`config.mk`:
```
export PLATFORM = sky130hd
export DESIGN_NAME = rip_2r1w_bram_ctrl_flat
export DESIGN_NICKNAME = d
export VERILOG_FILES = /design/src/rtl/rip_2r1w_bram_ctrl_pkg.sv /design/src/rtl/rip_2r1w_bram_ctrl_if.sv /design/src/rtl/rip_2r1w_bram_ctrl_rsp_slot.sv /design/src/rtl/rip_2r1w_bram_ctrl.sv /design/src/flat_wrapper.sv
export SDC_FILE = /design/constraint.sdc
export NUM_CORES = 1
export LEC_CHECK = 0
export BUFFER_PORTS_ARGS = -buffer_cell sky130_fd_sc_hd__buf_2
export CELL_PAD_IN_SITES_DETAIL_PLACEMENT = 1
export CELL_PAD_IN_SITES_GLOBAL_PLACEMENT = 1
export CORE_MARGIN = 2
export CORE_UTILIZATION = 16
export DETAILED_ROUTE_END_ITERATION = 8
export GPL_ROUTABILITY_DRIVEN = 0
export PLACE_DENSITY = 0.75
export SKIP_CTS_REPAIR_TIMING = 1
export SLEW_MARGIN = 20
export SYNTH_ARGS = -nofsm -noshare
export SYNTH_HDL_FRONTEND = slang
export SYNTH_SLANG_ARGS = --single-unit
```
`constraint.sdc`:
```
create_clock -name clk -period 1.3 [get_ports clk]
set_input_delay 0.065 -clock clk [delete_from_list [all_inputs] [get_ports clk]]
set_output_delay 0.065 -clock clk [all_outputs]
set_load 0.005 [all_outputs]
```
`src/rtl/rip_2r1w_bram_ctrl_pkg.sv`:
```
// Shared types for the 2R1W BRAM requester controller.
package rip_bram_ctrl_pkg;

  // CLEAR zero-fills the array after reset; RUN serves both channels.
  typedef enum logic {
    CLEAR = 1'b0,
    RUN   = 1'b1
  } ctrl_state_e;

endpackage

```
`src/rtl/rip_2r1w_bram_ctrl_if.sv`:
```
// Pipeline-facing request/response channels of the BRAM controller.
// Channel A is read/write (BRAM port 1), channel B is read-only (BRAM port 2).
interface rip_2r1w_bram_ctrl_if #(
  parameter int DATA_WIDTH = 32,
  parameter int ADDR_WIDTH = 10
);
  logic                  a_req_valid;
  logic                  a_req_ready;
  logic                  a_req_we;
  logic [ADDR_WIDTH-1:0] a_req_addr;
  logic [DATA_WIDTH-1:0] a_req_wdata;
  logic                  a_rsp_valid;
  logic                  a_rsp_ready;
  logic [DATA_WIDTH-1:0] a_rsp_rdata;

  logic                  b_req_valid;
  logic                  b_req_ready;
  logic [ADDR_WIDTH-1:0] b_req_addr;
  logic                  b_rsp_valid;
  logic                  b_rsp_ready;
  logic [DATA_WIDTH-1:0] b_rsp_rdata;

  // Pipeline side.
  modport master (
    output a_req_valid, a_req_we, a_req_addr, a_req_wdata, a_rsp_ready,
    output b_req_valid, b_req_addr, b_rsp_ready,
    input  a_req_ready, a_rsp_valid, a_rsp_rdata,
    input  b_req_ready, b_rsp_valid, b_rsp_rdata
  );

  // Controller side.
  modport slave (
    input  a_req_valid, a_req_we, a_req_addr, a_req_wdata, a_rsp_ready,
    input  b_req_valid, b_req_addr, b_rsp_ready,
    output a_req_ready, a_rsp_valid, a_rsp_rdata,
    output b_req_ready, b_rsp_valid, b_rsp_rdata
  );
endinterface

```
`src/rtl/rip_2r1w_bram_ctrl_rsp_slot.sv`:
```
// One-entry response slot for a single BRAM port. The BRAM output register
// is the only storage: while a response is stalled the port enable is held
// low so the BRAM keeps driving the same dout.
module rip_bram_rsp_slot
  import rip_bram_ctrl_pkg::*;
(
  input  logic clk,
  input  logic rst,
  input  logic run,
  input  logic req_valid,
  input  logic rsp_ready,
  output logic req_ready,
  output logic bram_enable,
  output logic rsp_valid
);

  assign req_ready   = run && (!rsp_valid || rsp_ready);
  assign bram_enable = req_valid && req_ready;

  // Response becomes valid one cycle after accept, drops once consumed.
  always_ff @(posedge clk) begin
    if (rst) begin
      rsp_valid <= 1'b0;
    end else if (bram_enable) begin
      rsp_valid <= 1'b1;
    end else if (rsp_ready) begin
      rsp_valid <= 1'b0;
    end
  end

endmodule

```
`src/rtl/rip_2r1w_bram_ctrl.sv`:
```
// Requester-side controller for the 2-read/1-write block RAM.
// Clears the whole array after reset, then serves channel A (port 1, r/w,
// read-first) and channel B (port 2, read-only) with 1-cycle latency.
// Optional macro RIP_BRAM_CTRL_FWD_EN: forwards same-cycle A write data
// to a colliding B read.
module rip_2r1w_bram_ctrl
  import rip_bram_ctrl_pkg::*;
#(
  parameter int DATA_WIDTH = 32,
  parameter int ADDR_WIDTH = 10
) (
  input  logic                  clk,
  input  logic                  rst,
  rip_2r1w_bram_ctrl_if.slave   bus,
  output logic                  init_done,
  output logic                  bram_we_1,
  output logic                  bram_enable_1,
  output logic                  bram_enable_2,
  output logic [ADDR_WIDTH-1:0] bram_addr_1,
  output logic [ADDR_WIDTH-1:0] bram_addr_2,
  output logic [DATA_WIDTH-1:0] bram_din_1,
  input  logic [DATA_WIDTH-1:0] bram_dout_1,
  input  logic [DATA_WIDTH-1:0] bram_dout_2
);

  ctrl_state_e         state;
  logic [ADDR_WIDTH:0] clr_cnt;
  logic [ADDR_WIDTH:0] clr_nxt;
  logic                run;
  logic                clearing;
  logic                a_en;
  logic                b_en;

  assign clr_nxt  = clr_cnt + (ADDR_WIDTH+1)'(1);
  assign run      = (state == RUN) && !rst;
  assign clearing = (state == CLEAR) && !rst;

  // Clear sequencer: counter MSB set after the last address marks completion.
  always_ff @(posedge clk) begin
    if (rst) begin
      state     <= CLEAR;
      clr_cnt   <= '0;
      init_done <= 1'b0;
    end else begin
      case (state)
        CLEAR: begin
          clr_cnt <= clr_nxt;
          if (clr_nxt[ADDR_WIDTH]) begin
            state     <= RUN;
            init_done <= 1'b1;
          end
        end
        default: ;
      endcase
    end
  end

  rip_bram_rsp_slot u_slot_a (
    .clk         (clk),
    .rst         (rst),
    .run         (run),
    .req_valid   (bus.a_req_valid),
    .rsp_ready   (bus.a_rsp_ready),
    .req_ready   (bus.a_req_ready),
    .bram_enable (a_en),
    .rsp_valid   (bus.a_rsp_valid)
  );

  rip_bram_rsp_slot u_slot_b (
    .clk         (clk),
    .rst         (rst),
    .run         (run),
    .req_valid   (bus.b_req_valid),
    .rsp_ready   (bus.b_rsp_ready),
    .req_ready   (bus.b_req_ready),
    .bram_enable (b_en),
    .rsp_valid   (bus.b_rsp_valid)
  );

  // Port 1 is owned by the clear sequencer until RUN, then by channel A.
  always_comb begin
    bram_enable_1 = clearing || a_en;
    bram_we_1     = clearing || (a_en && bus.a_req_we);
    bram_addr_1   = clearing ? clr_cnt[ADDR_WIDTH-1:0] : bus.a_req_addr;
    bram_din_1    = clearing ? '0 : bus.a_req_wdata;
  end

  assign bram_enable_2   = b_en;
  assign bram_addr_2     = bus.b_req_addr;
  assign bus.a_rsp_rdata = bram_dout_1;

`ifdef RIP_BRAM_CTRL_FWD_EN
  logic                  fwd_hit;
  logic                  fwd_q;
  logic [DATA_WIDTH-1:0] fwd_data;

  assign fwd_hit = a_en && bus.a_req_we && b_en && (bus.a_req_addr == bus.b_req_addr);

  // Forward flag tracks the B response it belongs to: set on accept, held
  // while stalled, dropped on consume.
  always_ff @(posedge clk) begin
    if (rst) begin
      fwd_q <= 1'b0;
    end else if (b_en) begin
      fwd_q <= fwd_hit;
      if (fwd_hit) begin
        fwd_data <= bus.a_req_wdata;
      end
    end else if (bus.b_rsp_ready) begin
      fwd_q <= 1'b0;
    end
  end

  assign bus.b_rsp_rdata = fwd_q ? fwd_data : bram_dout_2;
`else
  assign bus.b_rsp_rdata = bram_dout_2;
`endif

endmodule

```
`src/flat_wrapper.sv`:
```
// flat-port wrapper written by rule: the top's interface ports become plain ports
module rip_2r1w_bram_ctrl_flat import rip_bram_ctrl_pkg::*;
#(
  parameter int DATA_WIDTH = 32,
  parameter int ADDR_WIDTH = 10
)
  (clk, rst, init_done, bram_we_1, bram_enable_1, bram_enable_2, bram_addr_1, bram_addr_2, bram_din_1, bram_dout_1, bram_dout_2, bus_a_req_valid, bus_a_req_we, bus_a_req_addr, bus_a_req_wdata, bus_a_rsp_ready, bus_b_req_valid, bus_b_req_addr, bus_b_rsp_ready, bus_a_req_ready, bus_a_rsp_valid, bus_a_rsp_rdata, bus_b_req_ready, bus_b_rsp_valid, bus_b_rsp_rdata);
  rip_2r1w_bram_ctrl_if #(.DATA_WIDTH(DATA_WIDTH), .ADDR_WIDTH(ADDR_WIDTH)) bus_i ();
  input  logic clk;
  input  logic rst;
  output logic init_done;
  output logic bram_we_1;
  output logic bram_enable_1;
  output logic bram_enable_2;
  output logic [ADDR_WIDTH-1:0] bram_addr_1;
  output logic [ADDR_WIDTH-1:0] bram_addr_2;
  output logic [DATA_WIDTH-1:0] bram_din_1;
  input  logic [DATA_WIDTH-1:0] bram_dout_1;
  input  logic [DATA_WIDTH-1:0] bram_dout_2;
  input wire logic [$bits(bus_i.a_req_valid)-1:0] bus_a_req_valid;
  input wire logic [$bits(bus_i.a_req_we)-1:0] bus_a_req_we;
  input wire logic [$bits(bus_i.a_req_addr)-1:0] bus_a_req_addr;
  input wire logic [$bits(bus_i.a_req_wdata)-1:0] bus_a_req_wdata;
  input wire logic [$bits(bus_i.a_rsp_ready)-1:0] bus_a_rsp_ready;
  input wire logic [$bits(bus_i.b_req_valid)-1:0] bus_b_req_valid;
  input wire logic [$bits(bus_i.b_req_addr)-1:0] bus_b_req_addr;
  input wire logic [$bits(bus_i.b_rsp_ready)-1:0] bus_b_rsp_ready;
  output wire logic [$bits(bus_i.a_req_ready)-1:0] bus_a_req_ready;
  output wire logic [$bits(bus_i.a_rsp_valid)-1:0] bus_a_rsp_valid;
  output wire logic [$bits(bus_i.a_rsp_rdata)-1:0] bus_a_rsp_rdata;
  output wire logic [$bits(bus_i.b_req_ready)-1:0] bus_b_req_ready;
  output wire logic [$bits(bus_i.b_rsp_valid)-1:0] bus_b_rsp_valid;
  output wire logic [$bits(bus_i.b_rsp_rdata)-1:0] bus_b_rsp_rdata;
  assign bus_i.a_req_valid = bus_a_req_valid;
  assign bus_i.a_req_we = bus_a_req_we;
  assign bus_i.a_req_addr = bus_a_req_addr;
  assign bus_i.a_req_wdata = bus_a_req_wdata;
  assign bus_i.a_rsp_ready = bus_a_rsp_ready;
  assign bus_i.b_req_valid = bus_b_req_valid;
  assign bus_i.b_req_addr = bus_b_req_addr;
  assign bus_i.b_rsp_ready = bus_b_rsp_ready;
  assign bus_a_req_ready = bus_i.a_req_ready;
  assign bus_a_rsp_valid = bus_i.a_rsp_valid;
  assign bus_a_rsp_rdata = bus_i.a_rsp_rdata;
  assign bus_b_req_ready = bus_i.b_req_ready;
  assign bus_b_rsp_valid = bus_i.b_rsp_valid;
  assign bus_b_rsp_rdata = bus_i.b_rsp_rdata;
  rip_2r1w_bram_ctrl #(.DATA_WIDTH(DATA_WIDTH), .ADDR_WIDTH(ADDR_WIDTH)) u_core (.clk(clk), .rst(rst), .bus(bus_i), .init_done(init_done), .bram_we_1(bram_we_1), .bram_enable_1(bram_enable_1), .bram_enable_2(bram_enable_2), .bram_addr_1(bram_addr_1), .bram_addr_2(bram_addr_2), .bram_din_1(bram_din_1), .bram_dout_1(bram_dout_1), .bram_dout_2(bram_dout_2));
endmodule
```
==> flow_metrics.env <==
export IMPL_status="finished, violations left"
export IMPL_violations="setup timing"
export IMPL_critPathMaxStageDelay_ns=0.33
export IMPL_path_buf_inv=3
export IMPL_drc=0
export IMPL_ant_nets=0
export IMPL_cpMostUsedCell="buf_6"
export IMPL_synth_area_mm2=0.00163
export IMPL_yosys_warnings=0
export IMPL_antennaDiodeCount=0
export IMPL_viasPerCell=3.77
export IMPL_synth_seq_area_share=0.184
export IMPL_timing_final_crit_share=1.22
export IMPL_drtIter0Drc=45
export IMPL_antenna_found_initial=0
export IMPL_critPathArrivalTime_ns=1.52
export IMPL_skew_ns=0.00275
export IMPL_final_nets=394
export IMPL_die_area_mm2=0.0110
export IMPL_cts_sink_count=15
export IMPL_portBuffers=98
export IMPL_grt_busiest_layer="met2"
export IMPL_cts_htree_levels=1
export IMPL_holdCritPathClass="in -> reg"
export IMPL_dp_hpwl_um=3890
export IMPL_path_delay_family="buffers and inverters"
export IMPL_final_setup_viol_count=53
export IMPL_top_level_ports=247
export IMPL_grt_overflow=0
export IMPL_clk_transition_reported_paths_ns=0.06
export IMPL_place_ws_ns=-0.169
export IMPL_max_cap_violations=0
export IMPL_p_leak_nw=1.25
export IMPL_cts_buffers=3
export IMPL_dr_pass1_iters=4
export IMPL_fin_cells=402
export IMPL_layout_min_cycle_time_ns=1.59
export IMPL_fp_dieH_um=105
export IMPL_design_core_area_mm2=0.00982
export IMPL_tightest_slew_ns=0.253
export IMPL_dp_cells=378
export IMPL_rsz0062_at_grt="yes"
export IMPL_synthToLayoutAreaGrowth_pct=50.8
export IMPL_finish_utilization=0.250
export IMPL_endpoint_kind="output port"
export IMPL_routed_wl_um=5450
export IMPL_setup_ws_ns=-0.288
export IMPL_grt_max_degree=24
export IMPL_path_class="reg -> out"
export IMPL_grtUsageMet1=0.0945
export IMPL_crit_fanout=7
export IMPL_layout_drive_gt1_share=0.695
export IMPL_syn_avg_cell_area_um2=8.03
export IMPL_clock_root_buffer="clkbuf_8"
export IMPL_start_util=0.166
export IMPL_cts_buffer_depth=2
export IMPL_grt_total_usage=0.0823
export IMPL_ir_worst_vdd_uv=294
export IMPL_met3_usage=0.0218
export IMPL_synth_cell_types=31
export IMPL_crit_slowest_cell="dfxtp_2"
export IMPL_critPathLaunchType="flip-flop"
export IMPL_path_cells="buf_6, nor2_4, buf_12, mux2_4, buf_6"
export IMPL_cts_tree="built"
export IMPL_final_area_mm2=0.00246
export IMPL_fmax_mhz=630
export IMPL_crit_required_ns=1.24
export IMPL_vias=1514
export IMPL_fin_hold_ws_ns=0.0881
export IMPL_grt_pass1_vias=1465
export IMPL_syn_num_nets=327
export IMPL_wl_per_cell_um=13.5
export IMPL_floorplan_rows=36
export IMPL_die_x_um=105
export IMPL_slew_headroom=0.831
export IMPL_worstSkewPairLatency_ns=0.26
export IMPL_fill_cells=1185
export IMPL_slew_viol_final=0
export IMPL_synthCells=203
export IMPL_grt_pass1_wl_um=7250
export IMPL_place_area_mm2=0.00193
export IMPL_ys_ff_latch=15
export IMPL_powerDensity_mw_per_mm2=547
export IMPL_hold_viol_final=0
export IMPL_met2_usage=0.137
==> worst reg2reg max path, cell delays in order (launching register included) <==
cell,delay [ns]
dfxtp_4,0.36
ha_4,0.13
nand4_1,0.18
nor4_2,0.29
mux2_2,0.36
==> synth_stat cells <==
library cell  instances  share of area
xnor2_1               3          0.016
a31oi_1               1         0.0038
a21o_1                1         0.0046
or4_1                 4          0.018
nand2b_1              2         0.0077
a21oi_1               7          0.021
buf_2                 2         0.0061
nand4_1               1         0.0038
nor2b_1              38           0.15
nor2_4                1         0.0069
or3_1                 3          0.012
nor4_1                2         0.0077
buf_4                75           0.35
inv_1                 4         0.0092
mux2_2               12          0.083
clkbuf_1              4         0.0092
nor3b_1               1         0.0046
nor2_1                9          0.021
nand4_4               1          0.013
nand4b_1              1         0.0054
ha_1                  1         0.0077
xor2_1                1         0.0054
mux2i_1               1         0.0061
a31o_2                1         0.0054
and2_1                1         0.0038
o31ai_1               3          0.014
nand3_1               2         0.0061
dfxtp_1              15           0.18
o21ai_0               3         0.0092
nand4b_2              1         0.0092
nand2_1               2         0.0046
==> registers in the layout, summed over array words and instances, names as in the netlist <==
signal                     flops
u_core.state                   1
u_core.init_done               1
u_core.u_slot_a.rsp_valid      1
u_core.clr_cnt                11
u_core.u_slot_b.rsp_valid      1
==> power by group <==
part | internal [W] | switching [W]
registers | 0.000468 | 0.0000112
logic | 0.000295 | 0.000171
clock network | 0.000218 | 0.000182
total | 0.000981 | 0.000364
==> layer usage <==
metal | vias to the layer above | share of wire
met1 | 715 | 0.39
met5 | - | 0
met4 | 0 | 0.020
li1 | 723 | -
met3 | 10 | 0.078
met2 | 66 | 0.51
==> final timing paths <==
kind,from,to,slack (ns),depth (start not counted)
hold reg to reg,u_core.u_slot_a.rsp_valid$_SDFFE_PP0P_,u_core.u_slot_a.rsp_valid$_SDFFE_PP0P_,0.55,2
setup / recovery,u_core.state$_SDFF_PP0_,bram_addr_1[2],-0.29,5
hold / removal,bus_b_req_valid,u_core.u_slot_b.rsp_valid$_SDFFE_PP0P_,0.09,3
setup reg to reg,u_core.clr_cnt[1]$_SDFFE_PP0N_,u_core.clr_cnt[10]$_SDFFE_PP0N_,-0.13,4
==> logic make-up (layout without fill, tap and decap cells) <==
| family | count (synthesis) | in the layout | synth area share |
|---|---|---|---|
| buffers and inverters | 85 | 151 | 0.370 |
| AND/OR/NAND/NOR | 69 | 69 | 0.269 |
| AO/OA/AOI/OAI | 16 | 16 | 0.0583 |
| flip-flops | 15 | 15 | 0.184 |
| multiplexers | 13 | 13 | 0.0890 |
| XOR/XNOR | 4 | 4 | 0.0215 |
| adder cells (fa/ha/maj) | 1 | 1 | 0.00767 |
==> cell type report <==
type,instances,area (µm²),area share
clock buffers,4,45.0,0.0183
inverters,4,15.0,0.00611
multi-input cells,103,913,0.372
flip-flops and latches,15,312,0.127
well taps,133,166,0.0677
repair buffers,143,1010,0.410
==> layout by cell type, fill, tap and decap left out, types with 2 or more instances in the layout <==
| cell type | n |
|---|---|
| dfxtp_4 | 2 |
| or4_4 | 2 |
| buf_6 | 19 |
| a21oi_2 | 2 |
| or4_1 | 2 |
| clkbuf_16 | 2 |
| or3_1 | 3 |
| mux2_4 | 11 |
| dfxtp_1 | 10 |
| o21ai_0 | 3 |
| inv_1 | 4 |
| a21oi_1 | 5 |
| buf_12 | 3 |
| nor2_1 | 8 |
| nor2b_1 | 30 |
| dfxtp_2 | 3 |
| nor2b_4 | 8 |
| xnor2_1 | 2 |
| clkbuf_8 | 3 |
| buf_2 | 87 |
| nand3_1 | 2 |
| o31ai_2 | 2 |
| buf_4 | 31 |
| nand2_1 | 2 |
==> per-stage QoR <==
stage / TNS [ns] / total power (W)
after floorplan: -0.0423 / 0.000800
after global placement: -0.607 / 0.000809
after detailed placement: -0.858 / 0.000820
after CTS: -7.45 / 0.00122
after global routing: -12.54 / 0.00143
final: -8.93 / 0.00135
No activity file was read; power rests on OpenSTA's default activity.
